--- src/rtl/stopwatch_counter_chain.sv ---
// Cascaded multi-digit stopwatch / countdown counter.
// Run/pause, preset load, lap hold, wrap and done flags.
module stopwatch_counter_chain #(
  parameter int DIGITS = 4,
  parameter int W = 4,
  parameter logic [DIGITS*W-1:0] MAX_PATTERN = 16'h5959
) (
  input  logic                clk,
  input  logic                rst,
  input  logic                tick,
  input  logic                start_stop,
  input  logic                clear,
  input  logic                load,
  input  logic [DIGITS*W-1:0] load_value,
  input  logic                dir,
  input  logic                lap,
  output logic [DIGITS*W-1:0] count,
  output logic [DIGITS*W-1:0] display,
  output logic                running,
  output logic                lap_held,
  output logic                wrap,
  output logic                done
);

  typedef enum logic [1:0] {
    S_IDLE,
    S_RUN,
    S_PAUSE,
    S_DONE
  } state_e;

  state_e              state_q, state_d;
  logic                dir_q, dir_d;
  logic [DIGITS*W-1:0] count_q, count_d;
  logic [DIGITS*W-1:0] lap_q, lap_d;
  logic                lap_held_q, lap_held_d;
  logic                wrap_q, wrap_d;
  logic                done_q, done_d;

  logic [DIGITS*W-1:0] up_nxt, dn_nxt, ld_sat;
  logic [W-1:0]        dig, mx, ldd;
  logic                up_c, dn_b;
  logic                all_max, all_zero;

  // Ripple carry/borrow chain and saturated preset.
  always_comb begin
    up_nxt = count_q;
    dn_nxt = count_q;
    ld_sat = load_value;
    up_c = 1'b1;
    dn_b = 1'b1;
    dig = '0;
    mx = '0;
    ldd = '0;
    for (int i = 0; i < DIGITS; i++) begin
      dig = count_q[i*W +: W];
      mx  = MAX_PATTERN[i*W +: W];
      ldd = load_value[i*W +: W];
      if (up_c)
        up_nxt[i*W +: W] = (dig >= mx) ? '0 : dig + W'(1);
      if (dn_b)
        dn_nxt[i*W +: W] = (dig == '0) ? mx : dig - W'(1);
      ld_sat[i*W +: W] = (ldd > mx) ? mx : ldd;
      up_c = up_c && (dig >= mx);
      dn_b = dn_b && (dig == '0);
    end
    all_max  = up_c;
    all_zero = dn_b;
  end

  // Control priority: clear > load > start_stop > tick; lap independent.
  always_comb begin
    state_d    = state_q;
    dir_d      = dir_q;
    count_d    = count_q;
    lap_d      = lap_q;
    lap_held_d = lap_held_q;
    wrap_d     = 1'b0;
    done_d     = done_q;
    if (clear) begin
      count_d = '0;
      done_d  = 1'b0;
      state_d = S_IDLE;
    end else if (load && state_q != S_RUN) begin
      count_d = ld_sat;
      done_d  = 1'b0;
      state_d = S_IDLE;
    end else begin
      if (start_stop) begin
        unique case (state_q)
          S_IDLE, S_PAUSE: begin
            dir_d = dir;
            if (dir && count_q == '0) begin
              state_d = S_DONE;
              done_d  = 1'b1;
            end else begin
              state_d = S_RUN;
            end
          end
          S_RUN:   state_d = S_PAUSE;
          default: state_d = state_q;
        endcase
      end
      if (tick && state_q == S_RUN) begin
        if (!dir_q) begin
          count_d = up_nxt;
          wrap_d  = all_max;
        end else if (!all_zero) begin
          count_d = dn_nxt;
          if (dn_nxt == '0) begin
            state_d = S_DONE;
            done_d  = 1'b1;
          end
        end
      end
    end
    if (lap) begin
      if (lap_held_q) begin
        lap_held_d = 1'b0;
      end else begin
        lap_held_d = 1'b1;
        lap_d      = count_d;
      end
    end
  end

  // State and datapath registers.
  always_ff @(posedge clk or posedge rst) begin
    if (rst) begin
      state_q    <= S_IDLE;
      dir_q      <= 1'b0;
      count_q    <= '0;
      lap_q      <= '0;
      lap_held_q <= 1'b0;
      wrap_q     <= 1'b0;
      done_q     <= 1'b0;
    end else begin
      state_q    <= state_d;
      dir_q      <= dir_d;
      count_q    <= count_d;
      lap_q      <= lap_d;
      lap_held_q <= lap_held_d;
      wrap_q     <= wrap_d;
      done_q     <= done_d;
    end
  end

  assign count    = count_q;
  assign display  = lap_held_q ? lap_q : count_q;
  assign running  = (state_q == S_RUN);
  assign lap_held = lap_held_q;
  assign wrap     = wrap_q;
  assign done     = done_q;

endmodule

--- config.mk ---
export PLATFORM = sky130hd
export DESIGN_NAME = stopwatch_counter_chain
export DESIGN_NICKNAME = d
export VERILOG_FILES = /design/src/rtl/stopwatch_counter_chain.sv
export SDC_FILE = /design/constraint.sdc
export NUM_CORES = 1
export LEC_CHECK = 0
export CORE_UTILIZATION = 25
export CTS_CLUSTER_DIAMETER = 50
export DETAILED_ROUTE_END_ITERATION = 12
export PLACE_DENSITY = 0.51
export SYNTH_ARGS = -nofsm -noshare
export SYNTH_HDL_FRONTEND = slang
export SYNTH_SLANG_ARGS = --single-unit
export TNS_END_PERCENT = 1
--- constraint.sdc ---
create_clock -name clk -period 4.05 [get_ports clk]
set_input_delay 0.81 -clock clk [delete_from_list [all_inputs] [get_ports clk]]
set_output_delay 0.81 -clock clk [all_outputs]
set_load 0.01 [all_outputs]
# Word-level counts from Yosys, hierarchy flattened
# Cells that the tools add are included.
word_totals:
  regBits: 38
  latchBits: 0
  ram_bits: 0
  romBits: 0
  inputBits: 24
  memories: 0
classes:
  addsub: 8
  multipliers: 0
  div_mod_pow: 0
  n_lt_le_gt_ge: 8
  eq_ne: 3
  n_shift: 0
  muxes: 47
  n_bitwise: 3
  reduce_logical: 19
op_table:
  columns: ["op", "n"]
  rows:
  - ["16-bit 2-to-1 mux", 6]
  - ["4-bit 2-to-1 mux", 18]
  - ["16-bit zero test", 2]
  - ["4-bit by 1-bit adder with 4-bit output (second input constant)", 4]
  - ["4-bit zero test", 4]
  - ["2-bit 2-to-1 mux", 8]
  - ["4-bit by 1-bit subtractor with 4-bit output (second input constant)", 4]
  - ["1-bit 2-to-1 mux", 14]
  - ["1-bit logical AND", 9]
  - ["4-bit by 3-bit greater-or-equal comparator with 1-bit output (second input constant)", 2]
  - ["4-bit greater-or-equal comparator (second input constant)", 2]
  - ["4-bit by 3-bit > comparator with 1-bit output (second input constant)", 2]
  - ["4-bit > comparator (second input constant)", 2]
  - ["2-bit case mux with 2 select lines", 1]
  - ["4-bit AND reduction", 1]
  - ["1-bit inverter", 3]
  - ["2-bit by 1-bit equality test with 1-bit output (second input constant)", 1]
  - ["2-bit equality test (second input constant)", 1]
  - ["2-bit zero test", 1]
  - ["2-bit by 1-bit != test with 1-bit output (second input constant)", 1]
  - ["2-bit AND reduction", 1]
  - ["2-bit OR reduction", 1]

# Depth between registers and ports, before layout
# Gate-level depths: netlist of the first run.
logic_depth:
  ltp_word: 11
  depth_mapped: 9
  mapped_depth_nobuf: 8

# Worst setup path before layout of the first run
# OpenSTA, ideal clock, no wires.
synth_path:
  kind: "reg2reg"
  from: "register count_q[12], in the netlist count[12]"
  to: "register lap_q[4]"
  setup_time_ns: 0.125
  t_arrival_ns: 2.283
  required_time_ns: 3.925
  slack_ns: 1.642
  path_stages_with_launch: 10
  n_path_buf: 1
  period_less_slack_ns: 2.408
  path_cell_list: "dfrtp_1 > clkbuf_1 > inv_1 > ha_1 > nor3b_2 > and4_4 > nor2_1 > o221a_1 > o311a_1 > mux2_2"
synth_between:
  elab_chain_cells: 7
synth_lines:
  columns: ["element", "line_no", "rtl"]
  rows:
  - ["start, declared", "34", "logic [DIGITS*W-1:0] count_q, count_d;"]
  - ["start signal, assigned", "140", "count_q <= count_d;"]
  - ["4-bit zero test", "65", "dn_b = dn_b && (dig == '0);"]
  - ["1-bit logical AND", "65", null]
  - ["16-bit 2-to-1 mux", "108", "end else if (!all_zero) begin"]
  - ["16-bit 2-to-1 mux", "105", "if (!dir_q) begin"]
  - ["16-bit 2-to-1 mux", "104", "if (tick && state_q == S_RUN) begin"]
  - ["16-bit 2-to-1 mux", "84", "end else if (load && state_q != S_RUN) begin"]
  - ["16-bit 2-to-1 mux", "80", "if (clear) begin"]
  - ["net count_d[4]", "34", null]
  - ["end signal, assigned", "141", "lap_q <= lap_d;"]
  - ["end, declared", "35", "logic [DIGITS*W-1:0] lap_q, lap_d;"]
# The timed path passes the listed nets, and every way through them passes these cells.
# A chain may end at the register's enable or synchronous reset.

# Worst setup path after layout of the first run
layout_path:
  from: "register lap_held_q, in the netlist lap_held"
  to: "output port display[8]"
layout_between:
  elab_chain_cells: 1
layout_lines:
  columns: ["element", "line_no", "rtl"]
  rows:
  - ["start, declared", "36", "logic lap_held_q, lap_held_d;"]
  - ["start signal, assigned", "142", "lap_held_q <= lap_held_d;"]
  - ["16-bit 2-to-1 mux", "149", "assign display = lap_held_q ? lap_q : count_q;"]
  - ["end, declared", "18", "output logic [DIGITS*W-1:0] display,"]
# Every way passes these cells.

==> results.sh, run 1 <==
export IMPL_maxSlewViolCount=0
export IMPL_worstHoldPathType="flip-flop to flip-flop"
export IMPL_dieArea_um2=12700
export IMPL_syn_to_final_growth_pct=28.5
export IMPL_hold_viol_final=0
export IMPL_fmax_ghz=0.343
export IMPL_dp_cells=554
export IMPL_postCtsHoldBufs=0
export IMPL_syn_area_per_cell_um2=8.41
export IMPL_drcViolationCount=0
export IMPL_cts_tree="built"
export IMPL_synth_enable_flop_cells=0
export IMPL_clkSinkCount=38
export IMPL_drive_above_1_share_pct=10.8
export IMPL_antenna_cells=0
export IMPL_yosysSeqAreaShare_pct=31.0
export IMPL_fin_util_pct=32.8
export IMPL_initial_core_util_pct=25.6
export IMPL_crit_path_cell_trace="buf_4 > nand2_1 > o21ai_0 > clkdlybuf4s50_1"
export IMPL_ys_flop_type="dfrtp_1"
export IMPL_min_period_over_period_pct=72.0
export IMPL_gp_congestion=0.900
export IMPL_power_leakage_nw=1.54
export IMPL_ant_nets=0
export IMPL_grt_max_degree=39
export IMPL_place_area_um2=3800
export IMPL_ys_top_cells_by_area="dfrtp_1 (31%), ha_1 (5.3%), mux2_2 (5.1%)"
export IMPL_syn_inst=365
export IMPL_stdcell_count=562
export IMPL_io_pins=60
export IMPL_row_count=40
export IMPL_rsz0062_at_grt="no"
export IMPL_drtIter0Drc=244
export IMPL_htreeDepth=2
export IMPL_ys_seq_elements=38
export IMPL_worstPathArrival_ns=2.11
export IMPL_coreArea_um2=12000
export IMPL_fin_setup_tns_ns=0
export IMPL_syn_area_um2=3070
export IMPL_wl_per_cell_um=19.2
export IMPL_drt_pass1_iter_count=5
export IMPL_power_density_nw_per_um2=424
export IMPL_crit_family="buffers and inverters"
export IMPL_grt_usage_pct=17.6
export IMPL_viasPerCell=5.50
export IMPL_grt_pass1_wl_um=17300
export IMPL_antenna_found_initial=0
export IMPL_setup_viol=0
export IMPL_worst_slew_pin_slew_ns=0.869
export IMPL_synth_top_area_share_pct=31.0
export IMPL_critPathSlowestCell="clkdlybuf4s50_1"
export IMPL_die_x_um=113
export IMPL_async_flop_share_pct=100
export IMPL_relSlewSlack_pct=42.0
export IMPL_synth_most_common_cell="nand2_1"
export IMPL_ys_types=71
export IMPL_cts_resized=0
export IMPL_critPathKind="flip-flop to primary output"
export IMPL_ir_drop_mv=0.249
export IMPL_worst_path_buf_inv=2
export IMPL_fin_skew_ns=0.00389
export IMPL_yosys_warnings=0
export IMPL_outcome="completed"
export IMPL_cp_end_kind="primary output"
export IMPL_routed_wl_um=10800
export IMPL_root_buffer="clkbuf_16"
export IMPL_yosys_area_top_type="dfrtp_1"
export IMPL_critPathLaunchType="flip-flop"
export IMPL_nNetsFinal=451
export IMPL_clk_insertion_delay_late_ns=0.28
export IMPL_clk_pin_slew_ns=0.06
export IMPL_vias=3091
export IMPL_port_buffer_count=59
export IMPL_clockBufferDepth=2
export IMPL_overflow=0
export IMPL_final_area_um2=3950
export IMPL_dp_hpwl_um=7930
export IMPL_period_needed_ns=2.92
export IMPL_synth_net_count=402
export IMPL_cts_made_buffers=5
export IMPL_cp_max_fo=20
export IMPL_fp_dieH_um=113
export IMPL_critPathRequiredTime_ns=3.24
export IMPL_maxCapViolCount=0
export IMPL_cts_setup_buffers=0
export IMPL_first_global_vias=3105
export IMPL_slowest_delay_ns=0.63
export IMPL_synthTopCellsByCount="nand2_1 (40), dfrtp_1 (38), o21ai_0 (31)"
## cell usage in the layout (no fill, tap or decap), drive strengths merged, types with 4 or more instances in the layout
cell,n
nor2b,4
a31oi,8
nor2,25
o31ai,4
mux2,15
a21oi,20
nand3,8
dfrtp,38
inv,17
clkbuf,7
nand2b,9
nor3b,6
nor3,12
ha,13
a211oi,5
nand4b,4
nand4,4
o21ai,33
o211ai,6
buf,7
o311ai,6
o41ai,6
nand2,41
clkdlybuf4s50,59
a21o,4
## final timing paths
kind	startpoint	end	slack [ns]	depth (start not counted)
setup / recovery	lap_held$_DFFE_PP0P_	display[8]	1.13	4
hold / removal	lap_q[0]$_DFFE_PP0P_	lap_q[0]$_DFFE_PP0P_	0.48	2
setup reg to reg	count[0]$_DFF_PP0_	lap_q[8]$_DFFE_PP0P_	1.29	8
hold reg to reg	lap_q[0]$_DFFE_PP0P_	lap_q[0]$_DFFE_PP0P_	0.48	2
max in group asynchronous	rst	dir_q$_DFFE_PP0P_	2.74	3
min in group asynchronous	rst	lap_q[13]$_DFFE_PP0P_	0.95	3
## cell families (layout without fill, tap and decap cells)
family | count (synthesis) | count (layout) | synth area share [%]
fa+ha+maj | 13 | 13 | 5.30
buf+inv | 41 | 91 | 5.34
simple gates | 137 | 137 | 25.2
xor+xnor | 3 | 3 | 0.856
compound gates | 116 | 116 | 26.1
flops | 38 | 38 | 31.0
mux | 17 | 17 | 6.28
## tightest hold or removal path, cell delays in order (launching register included)
cell and delay, ns:
dfrtp_1 0.34, nand2_1 0.05, o31ai_1 0.06
## final cells by class
cell class | count | area, um^2
fill | 1280 | 8070
multi-input combinational | 286 | 1960
sequential | 38 | 951
timing repair buffer | 66 | 643
tap | 147 | 184
clock buffer | 7 | 143
inverter | 17 | 63.8
clock inverter | 1 | 5.00
## through the flow
step	hold slack (ns)	worst slack, ns	power, mW
floorplan	0.443	1.64	0.961
global placement	0.464	1.10	1.27
detailed placement	0.472	1.07	1.28
CTS	0.486	1.13	1.69
global route	0.521	1.04	1.78
finish	0.480	1.13	1.67
## per-layer routing
metal / global-route usage [%] / part of all wire, % / wire length [um] / up-vias
met1: 25.2 / 49 / 5260 / 1506
met5: 0 / 0 / 0 / -
li1: - / - / - / 1464
met3: 3.00 / 4.7 / 509 / 14
met4: 5.24 / 1.6 / 168 / 0
met2: 26.9 / 45 / 4850 / 107
## sequential cells by signal, summed over array words and instances (netlist names)
name and flops:
lap_held 1, lap_q 16, count 16, state_q 2
dir_q 1, done 1, wrap 1
## power by group
group / switching, mW / internal, mW / total (mW)
logic: 0.361 / 0.351 / 0.713
registers: 0.0998 / 0.457 / 0.557
clock network: 0.160 / 0.245 / 0.405
(Power assumes the default switching activity.)
==> run 2: changes to the inputs <==
==> constraint.sdc (replaced) <==
create_clock -name clk -period 2.8 [get_ports clk]
set_input_delay 0.56 -clock clk [delete_from_list [all_inputs] [get_ports clk]]
set_output_delay 0.56 -clock clk [all_outputs]
set_load 0.01 [all_outputs]
==> run 2 against run 1 <==
  * Via count up 1.5%
  * Critical endpoint is now lap_q[14]$_DFFE_PP0P_
  * Clock-buffer cell count unchanged
  * Power up 47%
  * Clock power up 44%
  * Combinational power up 56%
  * Sequential share of layout area down 0.86 points
  * First-iteration DRC count up 0.82%
  * Register-to-register slack worse by 1.1 ns
  * Die area unchanged
==> results.sh, run 2 (synthesis results as in run 1) <==
export IMPL_cp_max_fo=10
export IMPL_clockBufferDepth=2
export IMPL_setup_viol=0
export IMPL_worstHoldPathType="flip-flop to flip-flop"
export IMPL_drt_pass1_iter_count=5
export IMPL_layout_common_cells="clkdlybuf4s50_1 (59), nand2_1 (40), dfrtp_1 (38)"
export IMPL_drive_above_1_share_pct=15.0
export IMPL_dp_hpwl_um=8010
export IMPL_place_area_um2=3930
export IMPL_port_buffer_count=59
export IMPL_critPathLaunchType="flip-flop"
export IMPL_rsz0062_at_grt="no"
export IMPL_whs_ns=0.484
export IMPL_r2r_cells=8
export IMPL_initial_core_util_pct=25.6
export IMPL_htreeDepth=2
export IMPL_crit_family="compound AO/OA/AOI/OAI gates"
export IMPL_worst_path_buf_inv=1
export IMPL_wl_met3_um=600
export IMPL_fill_cells=1258
export IMPL_stdcell_count=580
export IMPL_grt_pass1_wl_um=17400
export IMPL_period_needed_ns=2.58
export IMPL_slowest_delay_ns=0.47
export IMPL_relSlewSlack_pct=41.9
export IMPL_wl_met2_um=4810
export IMPL_clk_insertion_delay_late_ns=0.29
export IMPL_viasPerCell=5.41
export IMPL_clk_pin_slew_ns=0.06
export IMPL_pre_cts_ws_ns=-0.0561
export IMPL_fmax_ghz=0.388
export IMPL_crit_cells=8
export IMPL_drtIter0Drc=246
export IMPL_overflow=0
export IMPL_final_common_cell="clkdlybuf4s50_1"
export IMPL_power_density_nw_per_um2=601
export IMPL_maxSlewViolCount=0
export IMPL_critPathSlowestCell="dfrtp_1"
export IMPL_cp_end_kind="flip-flop"
export IMPL_io_pins=60
export IMPL_ant_nets=0
export IMPL_grt_max_degree=39
export IMPL_nNetsFinal=469
export IMPL_outcome="completed"
export IMPL_syn_to_final_growth_pct=33.2
export IMPL_drcViolationCount=0
export IMPL_worstPathArrival_ns=2.75
export IMPL_fin_skew_ns=0.0102
export IMPL_fp_dieH_um=113
export IMPL_r2r_start="count[1]$_DFF_PP0_"
export IMPL_worst_slew_pin_slew_ns=0.871
export IMPL_wl_per_cell_um=18.7
export IMPL_maxCapViolCount=0
export IMPL_routed_wl_um=10800
export IMPL_register_area_um2=951
export IMPL_first_global_vias=3096
export IMPL_clkSinkCount=38
export IMPL_grt_usage_pct=17.7
export IMPL_drt_met1_wl_um=5350
export IMPL_min_period_over_period_pct=92.2
export IMPL_routed_top_layer="met4"
export IMPL_crit_path_cell_trace="inv_1 > ha_1 > nor3b_1 > nand2b_2 > o41ai_2 > o311ai_1 > o31a_1 > mux2_4"
export IMPL_multi_input_area_um2=1970
export IMPL_cts_made_buffers=5
export IMPL_antenna_found_initial=0
export IMPL_dp_cells=572
export IMPL_hold_path_startpoint="lap_q[0]$_DFFE_PP0P_"
export IMPL_worstSetupStartpoint="count[1]$_DFF_PP0_"
export IMPL_power_leakage_nw=1.63
export IMPL_critPathRequiredTime_ns=2.97
export IMPL_die_x_um=113
export IMPL_dieArea_um2=12700
export IMPL_ir_drop_mv=0.327
export IMPL_critPathKind="flip-flop to flip-flop"
export IMPL_cts_setup_buffers=0
export IMPL_vias=3138
export IMPL_hold_viol_final=0
export IMPL_row_count=40
export IMPL_gp_congestion=0.850
export IMPL_antenna_cells=0
export IMPL_final_setup_worst_slack_ns=0.219
export IMPL_coreArea_um2=12000
export IMPL_holdPathStages=2
export IMPL_root_buffer="clkbuf_16"
export IMPL_cts_tree="built"
export IMPL_final_area_um2=4090
==> run 2: report_power, final <==
part	total, mW	leakage (nW)	switching (mW)	internal (mW)
Combinational	1.11	1.06	0.567	0.546
Clock	0.585	0.0739	0.232	0.354
Sequential	0.760	0.499	0.0983	0.662
Total	2.46	1.63	0.896	1.56
==> run 2: area by class of cell <==
cell class              count  share of cell area (%)
clock buffers               7                    3.49
clock inverters             1                   0.122
inverters                  17                    1.56
multi-input cells         286                    48.1
flip-flops and latches     38                    23.2
well taps                 147                    4.50
repair buffers             84                    19.0
==> run 2: routing by layer <==
metal | track usage [%] | vias up
met5 | 0 | -
met4 | 4.62 | 0
met3 | 2.73 | 4
met2 | 27.6 | 101
met1 | 25.4 | 1538
li1 | - | 1495
==> run 2: final timing paths <==
kind / slack [ns] / end
setup reg to reg: 0.22 / lap_q[14]$_DFFE_PP0P_
hold / removal: 0.48 / lap_q[0]$_DFFE_PP0P_
max in group asynchronous: 1.73 / count[1]$_DFF_PP0_
hold reg to reg: 0.48 / lap_q[0]$_DFFE_PP0P_
setup / recovery: 0.22 / lap_q[14]$_DFFE_PP0P_
min in group asynchronous: 0.71 / lap_q[5]$_DFFE_PP0P_
==> run 2: through the flow <==
step	utilization, %	setup TNS [ns]	total power [mW]
after CTS	34.0	0	2.48
final	34.1	0	2.46
after detailed placement	32.7	-0.109	1.88
after global placement	32.7	-0.134	1.87
after floorplan	-	0	1.39
after global routing	34.1	0	2.62
==> run 2: tightest hold or removal path, cell delays in order (launching register included) <==
cell     delay (ns)
dfrtp_1        0.34
nand2_1        0.05
o31ai_1        0.06
==> run 2: timing repair <==
item | 4_1_cts | 5_1_grt
hold endpoints to repair | 0 | 0
resized for setup | 1 | 1
gates cloned | 0 | 0
setup endpoints to repair | 2 | 6
hold buffers | 0 | 0
